[src/rtl/adc_overrange_detect_pkg.sv]
// Shared ADC sample constants and helpers for the overrange/gain blocks.
package adc_overrange_detect_pkg;

  localparam int DEF_ADC_WIDTH = 16;
  localparam int DEF_MAG_WIDTH = DEF_ADC_WIDTH - 1;

  // Operates on a 64-bit sign-extended sample of width w; the most
  // negative code clamps to the largest positive magnitude.
  function automatic logic [63:0] sat_abs(
    input logic [63:0] x,
    input int          w
  );
    logic [63:0] r;
    logic [63:0] lim;
    lim = (64'd1 << (w - 1)) - 64'd1;
    r   = x[63] ? (~x + 64'd1) : x;
    if (r > lim) r = lim;
    return r;
  endfunction

endpackage

[src/rtl/adc_overrange_detect_pulse_stretch.sv]
// Retriggerable pulse stretcher: level stays high HOLD_CYCLES after trig.
module ovr_pulse_stretch #(
  parameter int HOLD_CYCLES = 1024
) (
  input  logic clk_i,
  input  logic rst_ni,
  input  logic trig_i,
  output logic level_o
);

  localparam int HW = $clog2(HOLD_CYCLES + 1);
  localparam logic [HW-1:0] LOAD = HW'(HOLD_CYCLES);

  logic [HW-1:0] hold_d, hold_q;
  logic          level_q;

  always_comb begin
    hold_d = hold_q;
    if (trig_i) begin
      hold_d = LOAD;
    end else if (hold_q != '0) begin
      hold_d = hold_q - 1'b1;
    end
  end

  always_ff @(posedge clk_i or negedge rst_ni) begin
    if (!rst_ni) begin
      hold_q  <= '0;
      level_q <= 1'b0;
    end else begin
      hold_q  <= hold_d;
      level_q <= (hold_d != '0);
    end
  end

  assign level_o = level_q;

endmodule

[src/rtl/adc_overrange_detect.sv]
// ADC overrange qualifier with per-window peak magnitude readback.
// Optional ADC_OVR_PIN_EN: hardware overrange pin also counts as a hit.
module adc_overrange_detect
  import adc_overrange_detect_pkg::*;
#(
  parameter int ADC_WIDTH   = DEF_ADC_WIDTH,
  parameter int CONSEC_N    = 2,
  parameter int HOLD_CYCLES = 1024,
  parameter int WINDOW_LEN  = 4096
) (
  input  logic                 aclk,
  input  logic                 arstn,
  input  logic [ADC_WIDTH-1:0] adc_data,
  input  logic                 adc_valid,
  input  logic [ADC_WIDTH-2:0] threshold,
  input  logic                 adc_ovr_pin,
  output logic                 overrange,
  output logic [ADC_WIDTH-2:0] peak,
  output logic                 peak_valid
);

  localparam int MAG_W = ADC_WIDTH - 1;
  localparam int CW    = $clog2(CONSEC_N + 1);
  localparam int WW    = $clog2(WINDOW_LEN);
  localparam logic [CW-1:0] CNT_MAX  = CW'(CONSEC_N);
  localparam logic [WW-1:0] WIN_LAST = WW'(WINDOW_LEN - 1);

  logic [63:0]      samp_ext;
  logic [MAG_W-1:0] mag_d, mag_q;
  logic             mag_vld_q;
  logic             pin_hit;

  assign samp_ext = {{(64 - ADC_WIDTH){adc_data[ADC_WIDTH-1]}},
                     adc_data};
  assign mag_d    = MAG_W'(sat_abs(samp_ext, ADC_WIDTH));

`ifdef ADC_OVR_PIN_EN
  logic pin_q;

  always_ff @(posedge aclk or negedge arstn) begin
    if (!arstn) begin
      pin_q <= 1'b0;
    end else begin
      pin_q <= adc_ovr_pin;
    end
  end

  assign pin_hit = pin_q;
`else
  logic unused_pin;

  assign unused_pin = adc_ovr_pin;
  assign pin_hit    = 1'b0;
`endif

  always_ff @(posedge aclk or negedge arstn) begin
    if (!arstn) begin
      mag_q     <= '0;
      mag_vld_q <= 1'b0;
    end else begin
      mag_q     <= mag_d;
      mag_vld_q <= adc_valid;
    end
  end

  logic          hit;
  logic          trig;
  logic [CW-1:0] cnt_d, cnt_q;

  assign hit = mag_vld_q && ((mag_q >= threshold) || pin_hit);

  always_comb begin
    cnt_d = cnt_q;
    unique case (1'b1)
      hit: begin
        cnt_d = (cnt_q == CNT_MAX) ? CNT_MAX : cnt_q + 1'b1;
      end
      (mag_vld_q && !hit): begin
        cnt_d = '0;
      end
      default: begin
        cnt_d = cnt_q;
      end
    endcase
  end

  assign trig = hit && (cnt_d == CNT_MAX);

  always_ff @(posedge aclk or negedge arstn) begin
    if (!arstn) begin
      cnt_q <= '0;
    end else begin
      cnt_q <= cnt_d;
    end
  end

  ovr_pulse_stretch #(
    .HOLD_CYCLES(HOLD_CYCLES)
  ) u_stretch (
    .clk_i  (aclk),
    .rst_ni (arstn),
    .trig_i (trig),
    .level_o(overrange)
  );

  logic [MAG_W-1:0] acc_d, acc_q;
  logic [MAG_W-1:0] peak_d, peak_q;
  logic [MAG_W-1:0] win_max;
  logic [WW-1:0]    win_d, win_q;
  logic             pv_d, pv_q;

  assign win_max = (mag_q > acc_q) ? mag_q : acc_q;

  // The wrap sample closes its own window; acc restarts from zero.
  always_comb begin
    acc_d  = acc_q;
    win_d  = win_q;
    peak_d = peak_q;
    pv_d   = 1'b0;
    if (mag_vld_q) begin
      if (win_q == WIN_LAST) begin
        peak_d = win_max;
        pv_d   = 1'b1;
        acc_d  = '0;
        win_d  = '0;
      end else begin
        acc_d  = win_max;
        win_d  = win_q + 1'b1;
      end
    end
  end

  always_ff @(posedge aclk or negedge arstn) begin
    if (!arstn) begin
      acc_q  <= '0;
      win_q  <= '0;
      peak_q <= '0;
      pv_q   <= 1'b0;
    end else begin
      acc_q  <= acc_d;
      win_q  <= win_d;
      peak_q <= peak_d;
      pv_q   <= pv_d;
    end
  end

  assign peak       = peak_q;
  assign peak_valid = pv_q;

endmodule
[config.mk]
export PLATFORM = sky130hd
export DESIGN_NAME = adc_overrange_detect
export DESIGN_NICKNAME = d
export VERILOG_FILES = /design/src/rtl/adc_overrange_detect_pkg.sv /design/src/rtl/adc_overrange_detect_pulse_stretch.sv /design/src/rtl/adc_overrange_detect.sv
export SDC_FILE = /design/constraint.sdc
export NUM_CORES = 1
export LEC_CHECK = 0
export CORE_UTILIZATION = 50
export DETAILED_ROUTE_END_ITERATION = 8
export PLACE_DENSITY_LB_ADDON = 0.12
export SYNTH_ARGS = -nofsm -noshare
export SYNTH_HDL_FRONTEND = slang
export SYNTH_SLANG_ARGS = --single-unit
[constraint.sdc]
create_clock -name aclk -period 2.7 [get_ports aclk]
set_input_delay 0.54 -clock aclk [delete_from_list [all_inputs] [get_ports aclk]]
set_output_delay 0.54 -clock aclk [all_outputs]
set_load 0.005 [all_outputs]
==> results by stage, run 1 <==
Timing:
- Across the routed clock network, the largest skew measured is 0.01463 ns.
- The final sum of negative setup slack is 0 ns.
- The number of failing setup endpoints in the final timing report is 0.
- The number of endpoints with negative hold slack in the final report is 0.
- The headroom to the max-slew limit is 57.57%.
- The slew at the pin closest to its max-slew limit is 0.6365 ns.
- Setup repair after global routing left no endpoint under its margin.
- The highest clock rate is 400.1 MHz.
- The smallest setup slack after layout is 0.2008 ns.
- The final critical-path share of the clock period is 92.56%.
- The final count of pins violating max slew was 0.
- The time the final worst path needs with I/O delays and setup is 2.499 ns.

Drt:
- The count of vias placed by the detailed router is 3157.
- The detailed-router iteration count before antenna repair is 4.
- The average detailed-routed wire length per instance is 13.47 um.
- The starting DRC count in detailed routing is 51.
- The detail-routed via count per cell is 5.342.
- After detailed routing, the total wire length is 7962 um.
- The detail route stage leaves a number of antenna-violating nets equal to 0.
- In the routed design, unresolved DRC markers number 0.

CTS:
- In this run the number of H-tree levels came out at 3.
- No sink is reached through more buffers than the 2 on the longest clock path.
- The tree is rooted in a clkbuf_8.
- The TritonCTS sink count is 73.
- Post-CTS timing repair inserted 0 buffers for setup.
- The number of clock buffers added by TritonCTS is 9.
- The clock transition at the register clock pins on the worst setup and hold paths after CTS is 0.08 ns.
- TritonCTS built the clock tree.
- The clock latency reported for the late side of the worst-skew pair is 0.34 ns.
- In this run, post-CTS hold repair placed 0 buffers.

Die:
- The die outline area is 8572 um2.
- The row count is 32.
- The die boundary width is 92.59 um.
- The initial utilization of the core area, before any placement, comes to 52.28%.
- The die is 92.59 um tall.
- The core region is 7848 um2.
- The top-level port count is 52.

Global routing:
- Entering global routing, the biggest net connects 48 pins.
- The first global-routing pass estimated 13590 um of wire.
- The via count of the first global-routing pass is 3073.
- Summed over all layers, the global routing overflow is 0.
- The number of antenna violations at the first check in global routing is 0.
- Global routing used 20.15% of the available tracks.

Finish:
- Measured on the finished design, the core utilization comes to 63.42%.
- The fraction of final layout cells sized beyond drive strength 1 is 7.566%.
- In the final design database the tool counted 553 nets.
- Relative to the synthesized area, the layout overhead comes to 21.32%.
- The number of antenna cells inserted is 0.
- In the layout the commonest cells are dfrtp_1, clkdlybuf4s50_1, inv_1, nor2_1, a21oi_1.
- Leaving out fill and tap cells, the most frequent cell in the layout is dfrtp_1.
- The count of cells in the finished layout, fillers not included, comes to 591.

Synth:
- The count of flip-flops with a built-in enable after synthesis is 0.
- The sequential fraction of the synthesis area is 44.53%.
- Of all flip-flops after synthesis, the portion carrying an async set or reset was 100.0%.
- The prevailing post-synth register cell is dfrtp_1.
- The per-instance average area after synthesis is 9.699 um2.
- The number of synthesized register bits is 73.
- The net count after synthesis is 492.
- The total of warnings raised by yosys is 0.
- Summing every instance area after synthesis gives 4103 um2.
- The cell count after synthesis is 423.
- The number of different library cells used by synthesis comes to 49.

Pwr:
- The portion of total power attributed to combinational logic is 36.2%.
- The portion of total power attributed to sequential cells is 42.9%.
- The internal cell power is 2414 uW.
- The net switching power is 1394 uW.
- The maximum resistive drop on vdd is 0.2882 mV.
- The analysis attributes to cell leakage a power of 0.002317 uW.
- Per report_power, the clock group accounts for 20.9% of the total.
- The power per standard cell area is 765.1 nW/um2.
- The switching share of total power is 36.60%.

Setup path:
- The buffer and inverter count on the worst path is 0.
- STA classifies the critical path startpoint as a flop.
- The top fanout value on the critical path is 15.
- Data on the critical path is required at its endpoint by 2.92 ns.
- The worst setup path is of the flop to flop kind.
- Traced cell by cell, the critical path runs through ha_1, a21o_1, a221o_1, a221oi_2, a21oi_4, nor2b_4, a22o_1.
- The data arrival at the endpoint of the critical path is 2.72 ns.
- STA classifies the critical path endpoint as a flop.
- Among all stages on the critical path, the largest delay is contributed by dfrtp_1.
- The family with the most delay on the worst path is compound AO/OA/AOI/OAI gates.
- On the worst path, the slowest cell contributes a delay of 0.43 ns.

Placed design:
- The congestion estimate from routability-driven global placement came to 0.8571.
- The worst slack at placement is 0.02513 ns.
- In this run, placement finished with an instance count of 575.
- The number of port buffers is 50.
- The post-detailed-placement half-perimeter wirelength is 5915 um.

Flow run:
- The number of max-capacitance violations reported is 0.

Run status:
- The run finished with clean final reports.

Min path:
- In this run the worst hold path is classified as input port to asynchronous set/reset pin.
-- worst register-to-register path, stage by stage, from the launching register on --
cell	delay (ns)
dfrtp_1	0.43
ha_1	0.35
a21o_1	0.20
a221o_1	0.37
a221oi_2	0.34
a21oi_4	0.20
nor2b_4	0.24
a22o_1	0.26
-- synth_stat cells, drive strengths merged, types with 10 or more instances --
| library cell | n | share of area [%] |
|---|---|---|
| dfrtp | 73 | 45 |
| nor2 | 41 | 3.8 |
| inv | 40 | 3.7 |
| a21oi | 36 | 4.5 |
| ha | 34 | 10 |
| nand2 | 34 | 3.1 |
| mux2i | 17 | 4.1 |
| a22o | 15 | 3.2 |
| o21ai | 15 | 2.1 |
| xor2 | 14 | 3.0 |
| nand3 | 12 | 1.5 |
| clkbuf | 10 | 0.92 |
-- flip-flops by register name (all words and copies together), names as in the netlist --
name               cells
peak_valid             1
acc_q                 15
u_stretch.hold_q      11
cnt_q                  2
win_q                 12
u_stretch.level_o      1
peak                  15
mag_q                 15
mag_vld_q              1
-- path summary, 6_finish.rpt --
kind                            from                   to  slack [ns]  cells past startpoint
max in group asynchronous      arstn  u_stretch.hold_q[2]        1.82                      2
hold reg to reg            win_q[10]            win_q[10]        0.51                      1
hold / removal                 arstn             acc_q[1]        0.21                      1
setup / recovery            mag_q[9]            acc_q[14]        0.20                      7
min in group aclk          win_q[10]            win_q[10]        0.51                      1
setup reg to reg            mag_q[9]            acc_q[14]        0.20                      7
-- final cells by class --
class / count / area [um2]
Fill cell: 685 / 2870
Timing Repair Buffer: 63 / 618.1
Clock buffer: 12 / 155.1
Sequential cell: 73 / 1827
Tap cell: 102 / 127.6
Multi-Input combinational cell: 297 / 2072
Clock inverter: 4 / 27.53
Inverter: 40 / 150.1
-- layer usage --
metal,track usage [%],up-vias,part of all wire [%]
li1,-,1617,-
met5,0,-,0
met2,34.38,48,49
met3,3.120,7,2.6
met4,8.464,0,1.1
met1,25.37,1485,47
-- metrics by stage --
stage | hold WS (ns) | instance area (um2) | total power (uW)
2_1_floorplan | 0.2444 | 4103 | 2641
3_3_place_gp | 0.4836 | 4787 | 2977
3_5_place_dp | 0.4985 | 4787 | 3016
4_1_cts | 0.2173 | 4977 | 3832
5_1_grt | 0.2522 | 4977 | 4080
6_report | 0.2111 | 4977 | 3808
-- kinds of logic after synthesis --
kind of cell	Yosys count	share of synthesized area, %
AND/OR/NAND/NOR	133	16.07
adder cells (fa/ha/maj)	34	10.37
buffers and inverters	53	5.215
XOR/XNOR	23	4.910
AO/OA/AOI/OAI	90	14.76
flip-flops	73	44.53
multiplexers	17	4.148
-- repair_timing --
action | 4_1_cts | 5_1_grt
gates resized for setup | 1 | 0
endpoints found under the setup margin | 2 | 0
hold endpoints to repair | 0 | 0
-- power by group through the flow --
| stage | registers, uW | logic (uW) | clock network (uW) |
|---|---|---|---|
| floorplan | 1560 | 1080 | 0 |
| global placement | 1650 | 1330 | 0 |
| detailed placement | 1650 | 1370 | 0 |
| CTS | 1630 | 1390 | 809 |
| global route | 1680 | 1550 | 851 |
| finish | 1640 | 1380 | 795 |
No activity file was read; power rests on OpenSTA's default activity.
==> run 2, diff against run 1 <==
--- a/config.mk
+++ b/config.mk
@@ -7,7 +7,7 @@
 export LEC_CHECK = 0
 export CORE_UTILIZATION = 50
 export DETAILED_ROUTE_END_ITERATION = 8
-export PLACE_DENSITY_LB_ADDON = 0.12
+export PLACE_DENSITY = 0.71
 export SYNTH_ARGS = -nofsm -noshare
 export SYNTH_HDL_FRONTEND = slang
 export SYNTH_SLANG_ARGS = --single-unit
==> results by stage, run 2 (synthesis results as in run 1) <==
Run status:
- The run finished with clean final reports.

Die:
- The height of the chip is 92.59 um.
- The top-level port count is 52.
- The core footprint is 7848 um2.
- The die covers 8572 um2.
- The row count is 32.
- The effective utilization at floorplan is 52.28%.
- The die boundary width is 92.59 um.

Timing:
- The final sum of negative setup slack is 0 ns.
- The final critical-path share of the clock period is 92.23%.
- The slew at the pin closest to its max-slew limit is 0.7213 ns.
- The number of endpoints with negative hold slack in the final report is 0.
- Setup repair after global routing left no endpoint under its margin.
- The time the final worst path needs with I/O delays and setup is 2.490 ns.
- Measured against its own limit, the worst slew margin works out to 51.47%.
- The final count of pins violating max slew came to 0.
- Based on the critical path, the design can be clocked at up to 401.6 MHz.
- The clock arrives with 0.009813 ns of skew.
- Setup violations remaining at the end of the flow were counted as 0.

Setup path:
- The worst setup path is of the flop to flop kind.
- The startpoint identified for the worst register-to-register timing path is acc_q[4].
- The top fanout value on the critical path is 15.
- At the worst endpoint, the required time is 2.99 ns.
- STA puts the critical path data arrival time at 2.78 ns.
- The number of cells on the worst reg-to-reg path is 8.
- Across all register-to-register paths, the minimum setup slack is 0.21 ns.
- The endpoint type of the worst setup path is a flop.
- In this run the critical register-to-register path is captured at acc_q[11].
- STA classifies the critical path startpoint as a flop.

Finish:
- The fraction of final layout cells sized beyond drive strength 1 is 8.519%.
- Once layout is complete, the utilization of the core stands at 64.40%.
- In the final design database the tool counted 557 nets.
- The growth of design area from synthesis to finish is 23.18%.
- In the layout the commonest cells are dfrtp_1, clkdlybuf4s50_1, inv_1, nor2_1, a21oi_1.
- Leaving out fill and tap cells, the most frequent cell in the layout is dfrtp_1.
- The number of antenna cells inserted is 0.

Drt:
- The average detailed-routed wire length per instance is 13.86 um.
- The post-route antenna net violation count is 0.
- For this run, design rule violations remaining after detail routing come to 0.
- Using the TritonRoute via totals, the vias-per-cell ratio works out to 5.454.
- The detailed-router iteration count before antenna repair is 5.
- The total wirelength of the detailed-routed design is 8246 um.
- The count of vias placed by the detailed router is 3245.
- The starting DRC count in detailed routing is 117.

Pwr:
- Summing internal, switching and leakage power gives 4010 uW.
- The static power due to leakage is 0.002358 uW.
- For this design the ratio of total power to cell area is 793.6 nW/um2.
- The maximum resistive drop on vdd is 0.3684 mV.

CTS:
- TritonCTS created 9 clock buffers.
- The H-tree was split into 3 levels.
- Once the clock tree was built, the resizer swapped 0 gates to a different size.
- The number of hold buffers added after CTS is 0.
- The tree is rooted in a clkbuf_8.
- The largest buffer count on any clock path is 2.
- TritonCTS built the clock tree.
- The TritonCTS sink count is 73.
- The clock transition at the register clock pins on the worst setup and hold paths after CTS is 0.08 ns.
- The post-CTS setup buffer count is 0.
- The clock latency reported for the late side of the worst-skew pair is 0.35 ns.

Min path:
- In this run the worst hold path is classified as input port to asynchronous set/reset pin.

Global routing:
- The via count of the first global-routing pass is 3150.
- The global route total overflow is 0.
- The maximum number of pins on one net before global-route repair is 65.
- The number of antenna violations at the first check in global routing was 0.
- The first global-routing pass estimated 14280 um of wire.
- The total routing resource utilization after global routing is 21.65%.

Placed design:
- Buffers placed on the I/O ports in this run total 50.
- The last weighted congestion value of the routability-driven placer is 0.8142.
- The post-detailed-placement half-perimeter wirelength is 6212 um.

Flow run:
- Max-cap violations in this run came to 0.
## run 2: cell types whose count changed in the layout (fill, tap and decap cells not counted), sizes merged
cell / previous run / this run
buf: 14 / 18
bufinv: 0 / 2
clkbuf: 12 / 10
## run 2: area by class of cell
cell class	instances	area (um2)
fill	672	2794
multi-input combinational	297	2072
sequential	73	1827
timing repair buffer	67	648.1
inverter	40	150.1
clock buffer	10	137.6
tap	102	127.6
clock inverter	6	91.34
## run 2: worst max-delay path by stage
stage                         from         to  slack (ns)  depth (start not counted)
after global placement    acc_q[6]  acc_q[10]        0.10                          8
final                     acc_q[4]  acc_q[11]        0.21                          8
after floorplan           mag_q[9]  acc_q[10]        0.39                          8
after CTS                 acc_q[4]  acc_q[11]        0.04                          8
after detailed placement  acc_q[4]   acc_q[1]        0.07                          8
after global routing      acc_q[4]  acc_q[11]        0.07                          8
## run 2: metrics by stage
stage,instances,setup slack (ns),cell area (um2),hold slack (ns)
2_1_floorplan,423,0.3939,4103,0.2444
3_3_place_gp,579,0.1016,4817,0.4207
3_5_place_dp,579,0.07342,4817,0.4192
4_1_cts,595,0.03638,5046,0.03881
5_1_grt,595,0.06617,5054,0.04667
6_report,595,0.2099,5054,0.04120
## run 2: where the power goes
group / leakage [uW] / internal, uW / switching [uW]
clock network: 0.000105 / 546 / 424
registers: 0.000925 / 1350 / 286
logic: 0.00133 / 694 / 712
## run 2: critical path, cell delays in order (launching register included)
cell,delay [ns]
dfrtp_1,0.38
inv_1,0.06
ha_1,0.30
nand4_1,0.13
a21oi_1,0.20
o2111ai_1,0.21
a21oi_4,0.46
nor2b_4,0.48
a22o_1,0.21
## run 2: layer usage
metal	global-route usage [%]	share of wire (%)	vias to the layer above
li1	-	-	1622
met1	27.27	46	1547
met2	37.47	49	68
met3	3.695	3.3	8
met4	7.552	1.6	0
met5	0	0	-
